**config.mk**
```make
export PLATFORM = sky130hd
export DESIGN_NAME = writeback_stage
export DESIGN_NICKNAME = d
export VERILOG_FILES = /design/src/rtl/wb_pkg.sv /design/src/rtl/load_extender.sv /design/src/rtl/writeback_stage.sv
export SDC_FILE = /design/constraint.sdc
export NUM_CORES = 1
export LEC_CHECK = 0
export CAP_MARGIN = 20
export CORE_MARGIN = 8
export CORE_UTILIZATION = 55
export DETAILED_ROUTE_END_ITERATION = 10
export DONT_BUFFER_PORTS = 1
export PLACE_DENSITY_LB_ADDON = 0.05
export SLEW_MARGIN = 25
export SYNTH_ARGS = -nofsm -noshare
export SYNTH_HDL_FRONTEND = slang
export SYNTH_HIERARCHICAL = 1
export SYNTH_SLANG_ARGS = --single-unit
```
**constraint.sdc**
```tcl
create_clock -name clk -period 1.5 [get_ports clk]
set_clock_uncertainty 0.1 [all_clocks]
set_input_delay 0.3 -clock clk [delete_from_list [all_inputs] [get_ports clk]]
set_output_delay 0.3 -clock clk [all_outputs]
set_load 0.01 [all_outputs]
```
**src/rtl/wb_pkg.sv**
```systemverilog
`default_nettype none
// ============================================================================
// Module   : wb_pkg
// Purpose  : Shared writeback-stage FSM states, RISC-V load funct3 codes and
//            destination-register helpers.
// Revision : 1.0  initial release
// ============================================================================
package wb_pkg;

    typedef enum logic [1:0] {
        ST_IDLE     = 2'd0,
        ST_WAIT_MEM = 2'd1,
        ST_WRITE    = 2'd2
    } wb_state_e;

    localparam logic [2:0] C_F3_LB  = 3'b000;
    localparam logic [2:0] C_F3_LH  = 3'b001;
    localparam logic [2:0] C_F3_LW  = 3'b010;
    localparam logic [2:0] C_F3_LBU = 3'b100;
    localparam logic [2:0] C_F3_LHU = 3'b101;

    localparam logic [4:0] C_RD_NONE = 5'd0;
    localparam logic [4:0] C_RD_RSVD = 5'd31;

    // x0 and x31 never receive a register-file write from this stage
    function automatic logic [4:0] wb_map_rd(input logic [4:0] rd);
        return (rd == C_RD_RSVD) ? C_RD_NONE : rd;
    endfunction

endpackage : wb_pkg
`default_nettype wire

```
**src/rtl/load_extender.sv**
```systemverilog
`default_nettype none
// ============================================================================
// Module   : load_extender
// Purpose  : Selects the byte/halfword lane of a memory read word and sign- or
//            zero-extends it according to the RISC-V load funct3.
// Revision : 1.0  initial release
// ============================================================================
module load_extender
    import wb_pkg::*;
#(
    parameter int BITSIZE = 32
) (
    input  logic [BITSIZE-1:0] mem_data_i,
    input  logic [2:0]         funct3_i,
    input  logic [1:0]         addr_lsb_i,
    output logic [BITSIZE-1:0] data_o
);

    logic [7:0]  w_byte;
    logic [15:0] w_half;

    always_comb begin
        w_byte = mem_data_i[{addr_lsb_i, 3'b000} +: 8];
        // halfword accesses are aligned, so only the upper offset bit matters
        w_half = addr_lsb_i[1] ? mem_data_i[31:16] : mem_data_i[15:0];
        case (funct3_i)
            C_F3_LB:  data_o = {{(BITSIZE-8){w_byte[7]}}, w_byte};
            C_F3_LH:  data_o = {{(BITSIZE-16){w_half[15]}}, w_half};
            C_F3_LBU: data_o = {{(BITSIZE-8){1'b0}}, w_byte};
            C_F3_LHU: data_o = {{(BITSIZE-16){1'b0}}, w_half};
            default:  data_o = mem_data_i;
        endcase
    end

endmodule : load_extender
`default_nettype wire

```
**src/rtl/writeback_stage.sv**
```systemverilog
`default_nettype none
// ============================================================================
// Module   : writeback_stage
// Purpose  : Pipeline writeback with load extension, register-file write port,
//            pending-write scoreboard and optional decode bypass
//            (enabled by defining WB_FORWARD_EN).
// Revision : 1.0  initial release
// ============================================================================
module writeback_stage
    import wb_pkg::*;
#(
    parameter int BITSIZE = 32
) (
    input  logic               clk,
    input  logic               rst_i,
    input  logic               valid_i,
    output logic               ready_o,
    input  logic [4:0]         rd_i,
    input  logic [BITSIZE-1:0] result_i,
    input  logic               is_load_i,
    input  logic [2:0]         funct3_i,
    input  logic [1:0]         addr_lsb_i,
    input  logic               mem_valid_i,
    input  logic [BITSIZE-1:0] mem_data_i,
    output logic [4:0]         rd_o,
    output logic [BITSIZE-1:0] data_rd_o,
    input  logic               issue_valid_i,
    input  logic [4:0]         issue_rd_i,
    output logic [31:0]        busy_o,
    output logic               fwd_valid_o,
    output logic [4:0]         fwd_rd_o,
    output logic [BITSIZE-1:0] fwd_data_o
);

    wb_state_e          state_q, state_d;
    logic [4:0]         rd_cap_q, rd_cap_d;
    logic [2:0]         funct3_q, funct3_d;
    logic [1:0]         lsb_q, lsb_d;
    logic [4:0]         rd_out_q, rd_out_d;
    logic [BITSIZE-1:0] data_out_q, data_out_d;
    logic [31:0]        busy_q, busy_d;
    logic [BITSIZE-1:0] w_ext_data;

    load_extender #(.BITSIZE(BITSIZE)) u_load_extender (
        .mem_data_i (mem_data_i),
        .funct3_i   (funct3_q),
        .addr_lsb_i (lsb_q),
        .data_o     (w_ext_data)
    );

    always_comb begin
        state_d    = state_q;
        rd_cap_d   = rd_cap_q;
        funct3_d   = funct3_q;
        lsb_d      = lsb_q;
        rd_out_d   = C_RD_NONE;
        data_out_d = '0;
        if (state_q == ST_WAIT_MEM) begin
            if (mem_valid_i) begin
                state_d    = ST_WRITE;
                rd_out_d   = rd_cap_q;
                data_out_d = w_ext_data;
            end
        end else if (valid_i) begin
            rd_cap_d = wb_map_rd(rd_i);
            if (is_load_i) begin
                state_d  = ST_WAIT_MEM;
                funct3_d = funct3_i;
                lsb_d    = addr_lsb_i;
            end else begin
                state_d    = ST_WRITE;
                rd_out_d   = wb_map_rd(rd_i);
                data_out_d = result_i;
            end
        end else begin
            state_d = ST_IDLE;
        end
    end

    // issue is applied after the writeback clear so a same-cycle reissue stays pending
    always_comb begin
        busy_d = busy_q;
        if (state_q == ST_WRITE) busy_d[rd_out_q] = 1'b0;
        if (issue_valid_i)       busy_d[issue_rd_i] = 1'b1;
        busy_d[0]  = 1'b0;
        busy_d[31] = 1'b0;
    end

    always_ff @(posedge clk) begin
        if (rst_i) begin
            state_q    <= ST_IDLE;
            rd_cap_q   <= '0;
            funct3_q   <= '0;
            lsb_q      <= '0;
            rd_out_q   <= '0;
            data_out_q <= '0;
            busy_q     <= '0;
        end else begin
            state_q    <= state_d;
            rd_cap_q   <= rd_cap_d;
            funct3_q   <= funct3_d;
            lsb_q      <= lsb_d;
            rd_out_q   <= rd_out_d;
            data_out_q <= data_out_d;
            busy_q     <= busy_d;
        end
    end

    assign ready_o   = (state_q != ST_WAIT_MEM);
    assign rd_o      = rd_out_q;
    assign data_rd_o = data_out_q;
    assign busy_o    = busy_q;

`ifdef WB_FORWARD_EN
    assign fwd_valid_o = (rd_out_q != C_RD_NONE);
    assign fwd_rd_o    = rd_out_q;
    assign fwd_data_o  = fwd_valid_o ? data_out_q : '0;
`else
    assign fwd_valid_o = 1'b0;
    assign fwd_rd_o    = 5'd0;
    assign fwd_data_o  = '0;
`endif

endmodule : writeback_stage
`default_nettype wire

```
**Word-level counts from Yosys, hierarchy flattened**

Index checks and enable logic that the tools add are counted.

- Register bits: 79
- Latch bits: 0
- Memory bits (writable): 0
- Memory bits (read-only): 0
- Input port bits: 85
- Output and inout bits: 108
- Word-level logic and storage cells: 50
- Memories kept: 0

- Add/subtract/negate cells: 0
- $mul: 0
- Div/mod/pow operators: 0
- Magnitude comparators: 4
- Eq/ne operators: 8
- Shift operators: 1
- Mux-type cells: 21
- Bitwise operators: 4
- Reduce and logical (&&, ||, !) cells: 5

Operators by type and width:

| kind | count |
|---|---|
| $mux 32 | 4 |
| $pmux 32 s4 | 1 |
| $mux 31 | 2 |
| $shiftx 32x6->8 | 1 |
| $and 31x31->31 | 1 |
| $not 31->31 | 1 |
| $or 31x31->31 | 1 |
| $mux 5 | 5 |
| $mux 16 | 1 |
| $lt 5x6->1 const B | 2 |
| $demux 1 s5 | 2 |
| $ge 5x1->1 const B | 2 |
| $mux 2 | 4 |
| $eq 3x3->1 const B | 2 |
| $eq 5x5->1 const B | 1 |
| $eq 3x1->1 const B | 1 |
| $logic_not 3->1 | 1 |
| $reduce_and 3->1 | 1 |
| $eq 2x1->1 const B | 1 |
| $eq 2x2->1 const B | 1 |
| $logic_and 1x1->1 | 2 |
| $mux 1 | 2 |
| $ne 2x1->1 const B | 1 |
| $ne 2x2->1 const B | 1 |
| other kinds (2) | 2 |

**Depth between registers and ports, before layout**

Gate-level depths: netlist (run 1).

- Depth in word-level cells: 9
- Mapped depth: 7
- Mapped depth without buffers: 5

**Cells and area by module**

The synthesis (run 1) kept the hierarchy.

By module, submodules not included:

| module | instances | cells each | area an instance (µm²) | seq. area each (µm²) |
|---|---|---|---|---|
| writeback_stage | 1 | 405 | 3523.4 | 1581.5 |
| load_extender | 1 | 118 | 760.7 | 0.0 |

**Worst setup path before layout (run 1)**

Ideal clock, no wire load.

- Path kind: register -> register
- From: register lsb_q[1]
- To: register data_out_q[14], in the netlist data_rd_o[14]
- Arrival time: 1.410 ns
- Data required time: 1.268 ns
- Setup slack: -0.143 ns
- Cell stages (with the launch flop): 8
- Path buffers: 2
- Cells stage by stage: dfxtp_1 -> buf_6 -> mux4_2 -> nand3_2 -> buf_6 -> o211ai_1 -> nand2_1 -> a21oi_1

- Longest elaborated chain between the ends: 4

RTL lines:

| element | line | source |
|---|---|---|
| from (decl) | writeback_stage.sv:38 | `logic [1:0] lsb_q, lsb_d;` |
| from (signal assigned) | writeback_stage.sv:102 | `lsb_q <= lsb_d;` |
| $shiftx 32x6->8 or $mux 16 (tied branches) | load_extender.sv:23, load_extender.sv:25 |  |
| $pmux 32 s4 (*) | load_extender.sv:26 | `case (funct3_i)` |
| net w_ext_data[14] | writeback_stage.sv:42 | `logic [BITSIZE-1:0] w_ext_data;` |
| $mux 32 (*) | writeback_stage.sv:59 | `if (mem_valid_i) begin` |
| $mux 32 (*) | writeback_stage.sv:58 | `if (state_q == ST_WAIT_MEM) begin` |
| to (signal assigned) | writeback_stage.sv:104 | `data_out_q <= data_out_d;` |
| to (decl) | writeback_stage.sv:40 | `logic [BITSIZE-1:0] data_out_q, data_out_d;` |

Mark *: on every way through the listed nets, which the timed path passes. The rest lies on a longest branch.
A chain may end at the register's enable or synchronous reset.

**Worst setup path in the final report (run 1)**

- From: register lsb_q[1]
- To: register data_out_q[31], in the netlist data_rd_o[31]

Same word-level chain as after synthesis.

==> run summary, run 1 <==
Static Leakage: 1.89 nW
min-delay src: rst_i
antenna violations before repair: 0
Top FF cell, synth: dfxtp_1
num rows: 32
Core ar.: 7650 um^2
vias in the first global route: 3809
worst-path fanout max: 6
Root Driver: clkbuf_8
DP Wirelength: 9.24 mm
1st-iter DRT viols: 101
Worst Hold Class: input pin to register
die extent in x: 104 um
H-tree depth: 3
RSZ-0062 raised after global routing: true
f_max: 607 MHz
failing checks: hold timing, setup timing
sequential share of the synthesized area: 36.9%
Simple-Gate Fraction of Synth Area: 27.0%
Yosys top cell by area: dfxtp_1
Post-Route WL: 13.1 mm
Synth Area in Adders: 0%
Setup crit start: lsb_q[1]$_SDFFE_PP0P_
global route overflow: 0
Gate Count Post-Synth: 523
Fin Hold WS: -0.0624 ns
fin. max-slew vios: 0
syn_area_per_cell: 8.19 um^2
Vias/cell: 5.75
TritonCTS clock tree: done
IO Port Bufs: 0
initial core utilization: 56.0%
period utilization: 110%
wire length per cell: 20.2 um
fill count: 687
worst r2r src: lsb_q[1]$_SDFFE_PP0P_
DRC errors left: 0
max cap viols: 0
die area: 10900 um^2
unique cell type count in the Yosys netlist: 41
final critical-path required period: 1.65 ns
Reg clk slew, reported paths: 0.09 ns
largest family of logic cells by synthesized area: simple AND/OR/NAND/NOR gates
layout cell share with drive strength beyond 1: 19.2%
Post-synth EDFFs: 0
crit end category: register
Startpoint Class: register
Post-synth top cells: dfxtp_1 (79), nand2_1 (58), nand3_1 (50), buf_4 (47), nor2b_1 (42)
Warnings, synthesis: 6
gr usage total: 22.8%
total CTS buffers: 9
mux cell area share after synthesis: 5.49%
Synth Area in Compound Gates: 18.3%
Crit Path Class: register to register
# IOs: 193
final hold vios: 33
Async S/R FF share, synth: 0%
clk buf depth: 2
first-pass GRT wire length: 20.1 mm
Final Util: 65.5%
clk_lat worst skew: 0.35 ns
Die H: 104 um
final setup violation count: 32
status: complete, but fails checks
most common cell in the netlist: dfxtp_1
Layout Nets: 628
Setup Slack @ Placement: -0.123 ns
largest net degree at the start of global routing: 86
Power, Total: 4.62 mW
Synth top area share: 36.9%
Placer Congestion: 0.815
PD cells: 923 nW/um^2
crit path DAT: 1.80 ns
post-synthesis cell area: 4280 um^2
ANT cells: 0
flops & latches, synth: 79
xor-xnor portion of the synthesized cell area: 0%
detailed-route via count: 3739
cts hold-fix bufs: 7
drt first pass iters: 4
synth top area cells: dfxtp_1 (37%), buf_4 (8.2%), nor2b_1 (6.1%)
Final ANT Viol Nets: 0
total clock sinks: 79
Worst Path Required: 1.65 ns
Area Overhead vs Synth: 16.9%
setup ws final: -0.148 ns
worst ir drop on vdd: 0.470 mV
==> cell type report <==
| class | instances | area (um^2) | share of cell area (%) |
|---|---|---|---|
| Multi-Input combinational cell | 406 | 2550 | 51.0 |
| Sequential cell | 79 | 1590 | 31.7 |
| Timing Repair Buffer | 44 | 512 | 10.2 |
| Clock inverter | 6 | 67.6 | 1.35 |
| Inverter | 3 | 18.8 | 0.375 |
| Clock buffer | 10 | 138 | 2.75 |
| Tap cell | 102 | 128 | 2.55 |
==> placed cells by master (no fill, tap or decap), drive strengths merged, types with 4 or more instances in the layout <==
cell type,synthesis,layout
a21boi,4,4
a21oi,42,42
a31o,4,4
a32o,4,4
buf,66,34
clkbuf,10,13
clkinvlp,0,4
conb,1,40
dfxtp,79,79
dlygate4sd3,0,7
mux2i,19,19
nand2,58,58
nand2b,15,15
nand3,51,53
nand3b,16,16
nor2,4,4
nor2b,42,42
o211ai,5,5
o21ai,63,63
o22a,8,8
or3b,6,6
==> layer usage <==
layer / track usage [%] / routed length, um
met1: 22.1 / 4730
met2: 40.2 / 6550
met3: 12.9 / 1630
met4: 6.72 / 196
met5: 0 / 0
==> sequential cells by signal, indices dropped and copies added, names as in the netlist <==
name	count
data_rd_o	32
busy_o	30
rd_cap_q	5
rd_o	5
funct3_q	3
lsb_q	2
state_q	2
==> path summary, 6_finish.rpt <==
| kind | endpoint | slack [ns] | cells past startpoint |
|---|---|---|---|
| worst max register to register | data_rd_o[31]$_SDFF_PP0_ | -0.15 | 6 |
| worst min register to register | rd_cap_q[4]$_SDFFE_PP0N_ | 0.40 | 2 |
| worst min-delay path | data_rd_o[9]$_SDFF_PP0_ | -0.06 | 1 |
| worst max-delay path | data_rd_o[31]$_SDFF_PP0_ | -0.15 | 6 |
==> through the flow <==
step                      hold WS, ns  area [um^2]  TNS [ns]  cells
after floorplan                 0.334         4470     -2.42    562
final                         -0.0624         5010     -2.99    650
after detailed placement        0.280         4360     -2.12    612
after global placement          0.283         4360     -1.55    612
after CTS                     -0.0957         4750     -2.03    640
after global routing           -0.110         5010     -5.15    650
==> kinds of logic after synthesis <==
group / Yosys count
DFF: 79
AOI/OAI and AO/OA: 135
buffers and inverters: 79
and+or+nand+nor: 207
muxes: 22
other: 1
==> where the power goes <==
part | switching, mW | total [mW] | internal (mW)
sequential | 0.0687 | 2.23 | 2.16
clock | 0.841 | 1.66 | 0.821
combinational | 0.386 | 0.728 | 0.342
==> timing repair <==
item,CTS,global route
cloned,2,3
setup endpoints to repair,30,33
pin swaps,0,8
setup buffers,3,7
resized for setup,15,30
hold endpoints to repair,44,34
==> worst max-delay path, stage by stage (launching register included) <==
cell	delay, ns
dfxtp_2	0.36
mux4_2	0.60
buf_12	0.18
nand3_4	0.10
nand3_2	0.10
nand2_2	0.07
a21oi_2	0.05
Power figures use the tool's default switching activity.
==> run 2, diff against run 1 <==
--- a/config.mk
+++ b/config.mk
@@ -11,6 +11,7 @@
 export DETAILED_ROUTE_END_ITERATION = 10
 export DONT_BUFFER_PORTS = 1
 export PLACE_DENSITY_LB_ADDON = 0.05
+export SKIP_CTS_REPAIR_TIMING = 1
 export SLEW_MARGIN = 25
 export SYNTH_ARGS = -nofsm -noshare
 export SYNTH_HDL_FRONTEND = slang
==> run 2 against run 1 <==
  * The flow still finishes with violations (hold timing, setup timing)
  * Die area unchanged
  * Worst setup slack lost 0.0062 ns
  * Power is 1.7% lower
  * Core utilization shrank 2.4 points
  * Maximum frequency down 0.37%
  * Critical path type unchanged
  * Highest routed layer unchanged
==> run summary, run 2 (synthesized netlist as in run 1, its figures left out) <==
status: complete, but fails checks
failing checks: hold timing, setup timing
Hold Crit Endpoint: data_rd_o[22]$_SDFF_PP0_
global route overflow: 0 (unchanged)
ANT cells: 0 (unchanged)
R2R Setup Slk: -0.15 ns (about the same)
die area: 10900 um^2 (unchanged)
hold depth: 1 (unchanged)
crit path DAT: 1.80 ns (about the same)
Area Overhead vs Synth: 12.6%
DRC errors left: 0 (unchanged)
Setup crit start: lsb_q[1]$_SDFFE_PP0P_
PD cells: 942 nW/um^2 (+2.1%)
worst r2r src: lsb_q[1]$_SDFFE_PP0P_
crit end category: register
Power, Total: 4.54 mW (-1.7%)
drt first pass iters: 4 (unchanged)
first-pass GRT wire length: 19.7 mm (-1.9%)
detailed-route via count: 3623 (-3.1%)
final setup violation count: 32 (unchanged)
post-route cell area: 4820 um^2 (-3.7%)
total CTS buffers: 9 (unchanged)
H-tree depth: 3 (unchanged)
initial core utilization: 56.0% (unchanged)
commonest cells after routing, fill and taps aside: dfxtp_1 (76), nand2_1 (57), nor2b_1 (41)
max FFs per register: 32 (unchanged)
Setup Slack @ Placement: -0.123 ns (unchanged)
leading cell type in the layout, fill and taps excluded: dfxtp_1
Worst Hold Class: input pin to register
placed cell area: 4360 um^2 (unchanged)
layout cell share with drive strength beyond 1: 16.5% (-2.7 points)
min-delay src: rst_i
Fin Hold WS: -0.0816 ns (-0.0192 ns)
final hold vios: 33 (unchanged)
worst ir drop on vdd: 0.466 mV (-0.77%)
1st-iter DRT viols: 110 (+8.9%)
Crit Path Class: register to register
fin. max-slew vios: 0 (unchanged)
Core ar.: 7650 um^2 (unchanged)
max cap viols: 0 (unchanged)
wire length per cell: 20.1 um (-0.49%)
DP Wirelength: 9.24 mm (unchanged)
Die H: 104 um (unchanged)
RSZ-0062 raised after global routing: true
die extent in x: 104 um (unchanged)
vias in the first global route: 3709 (-2.6%)
worst-path fanout max: 4 (-2)
clk_lat worst skew: 0.35 ns (about the same)
# IOs: 193 (unchanged)
num rows: 32 (unchanged)
Startpoint Class: register
period utilization: 110% (+0.41 points)
Post-Route WL: 12.8 mm (-2.6%)
Layout Nets: 614 (-2.2%)
reg2reg end: data_rd_o[13]$_SDFF_PP0_
IO Port Bufs: 0 (unchanged)
Vias/cell: 5.70 (-0.97%)
largest net degree at the start of global routing: 86 (unchanged)
final critical-path required period: 1.65 ns (+0.00619 ns)
TritonCTS clock tree: done
dpl cells: 612 (unchanged)
gr usage total: 22.3% (-0.43 points)
Reg clk slew, reported paths: 0.09 ns (about the same)
setup TNS: -2.60 ns (+0.394 ns)
Static Leakage: 1.80 nW (-4.7%)
Placer Congestion: 0.815 (unchanged)
antenna violations before repair: 0 (unchanged)
total clock sinks: 79 (unchanged)
Final ANT Viol Nets: 0 (unchanged)
f_max: 604 MHz (-0.37%)
Worst Reg-to-Reg Cells: 5 (-1)
setup ws final: -0.154 ns (-0.00619 ns)
clk buf depth: 2 (unchanged)
Worst Path Required: 1.65 ns (about the same)
Root Driver: clkbuf_8
non-filler cells, final: 636 (-2.2%)
[run 2: cell types whose count changed in the layout (fill, tap and decap cells not counted), moves of 2 or more]
cell           before  now
nor2b_1            39   41
dlygate4sd3_1       7    5
buf_4              23   16
clkbuf_16           3    1
nor2b_4             2    0
[run 2: final cells by class]
class / instances / area [um^2]
inverters: 3 / 15.0
clock buffers: 10 / 138
flip-flops and latches: 79 / 1590
clock inverters: 6 / 67.6
fillers: 716 / 2820
repair buffers: 31 / 358
multi-input cells: 405 / 2530
well taps: 102 / 128
[run 2: how the worst max path moves through the flow]
stage,end,slack [ns],cells after the start
finish,data_rd_o[13]$_SDFF_PP0_,-0.15,5
floorplan,data_rd_o[14]$_SDFF_PP0_,-0.12,7
detailed placement,data_rd_o[22]$_SDFF_PP0_,-0.12,5
global placement,data_rd_o[22]$_SDFF_PP0_,-0.11,5
global route,data_rd_o[0]$_SDFF_PP0_,-0.20,7
CTS,ready_o,-0.25,3
[run 2: report_power, final]
part,leakage (nW),internal [mW],switching (mW),total [mW]
Sequential,0.643,2.16,0.0675,2.23
Clock,0.0989,0.821,0.831,1.65
Combinational,1.06,0.298,0.365,0.662
Total,1.80,3.28,1.26,4.54
[run 2: per-stage QoR]
step                util (%)  hold slack, ns
global placement        57.0           0.283
detailed placement      57.0           0.280
global route            63.1          -0.112
floorplan                  -           0.334
CTS                     59.7         -0.0957
finish                  63.1         -0.0816
[run 2: critical path, stage by stage, from the launching register on]
cell and delay [ns]:
dfxtp_2 0.36, mux4_2 0.60, and2_4 0.19, o22a_1 0.19, nand2_1 0.07, a21oi_1 0.05
[run 2: metal layers]
layer	share of wire [%]	wire [um]	track usage, %	vias to the layer above
li1	-	-	-	1760
met1	36	4600	21.8	1718
met2	50	6440	39.0	132
met3	12	1560	12.9	13
met4	1.3	160	6.72	0
met5	0	0	0	-
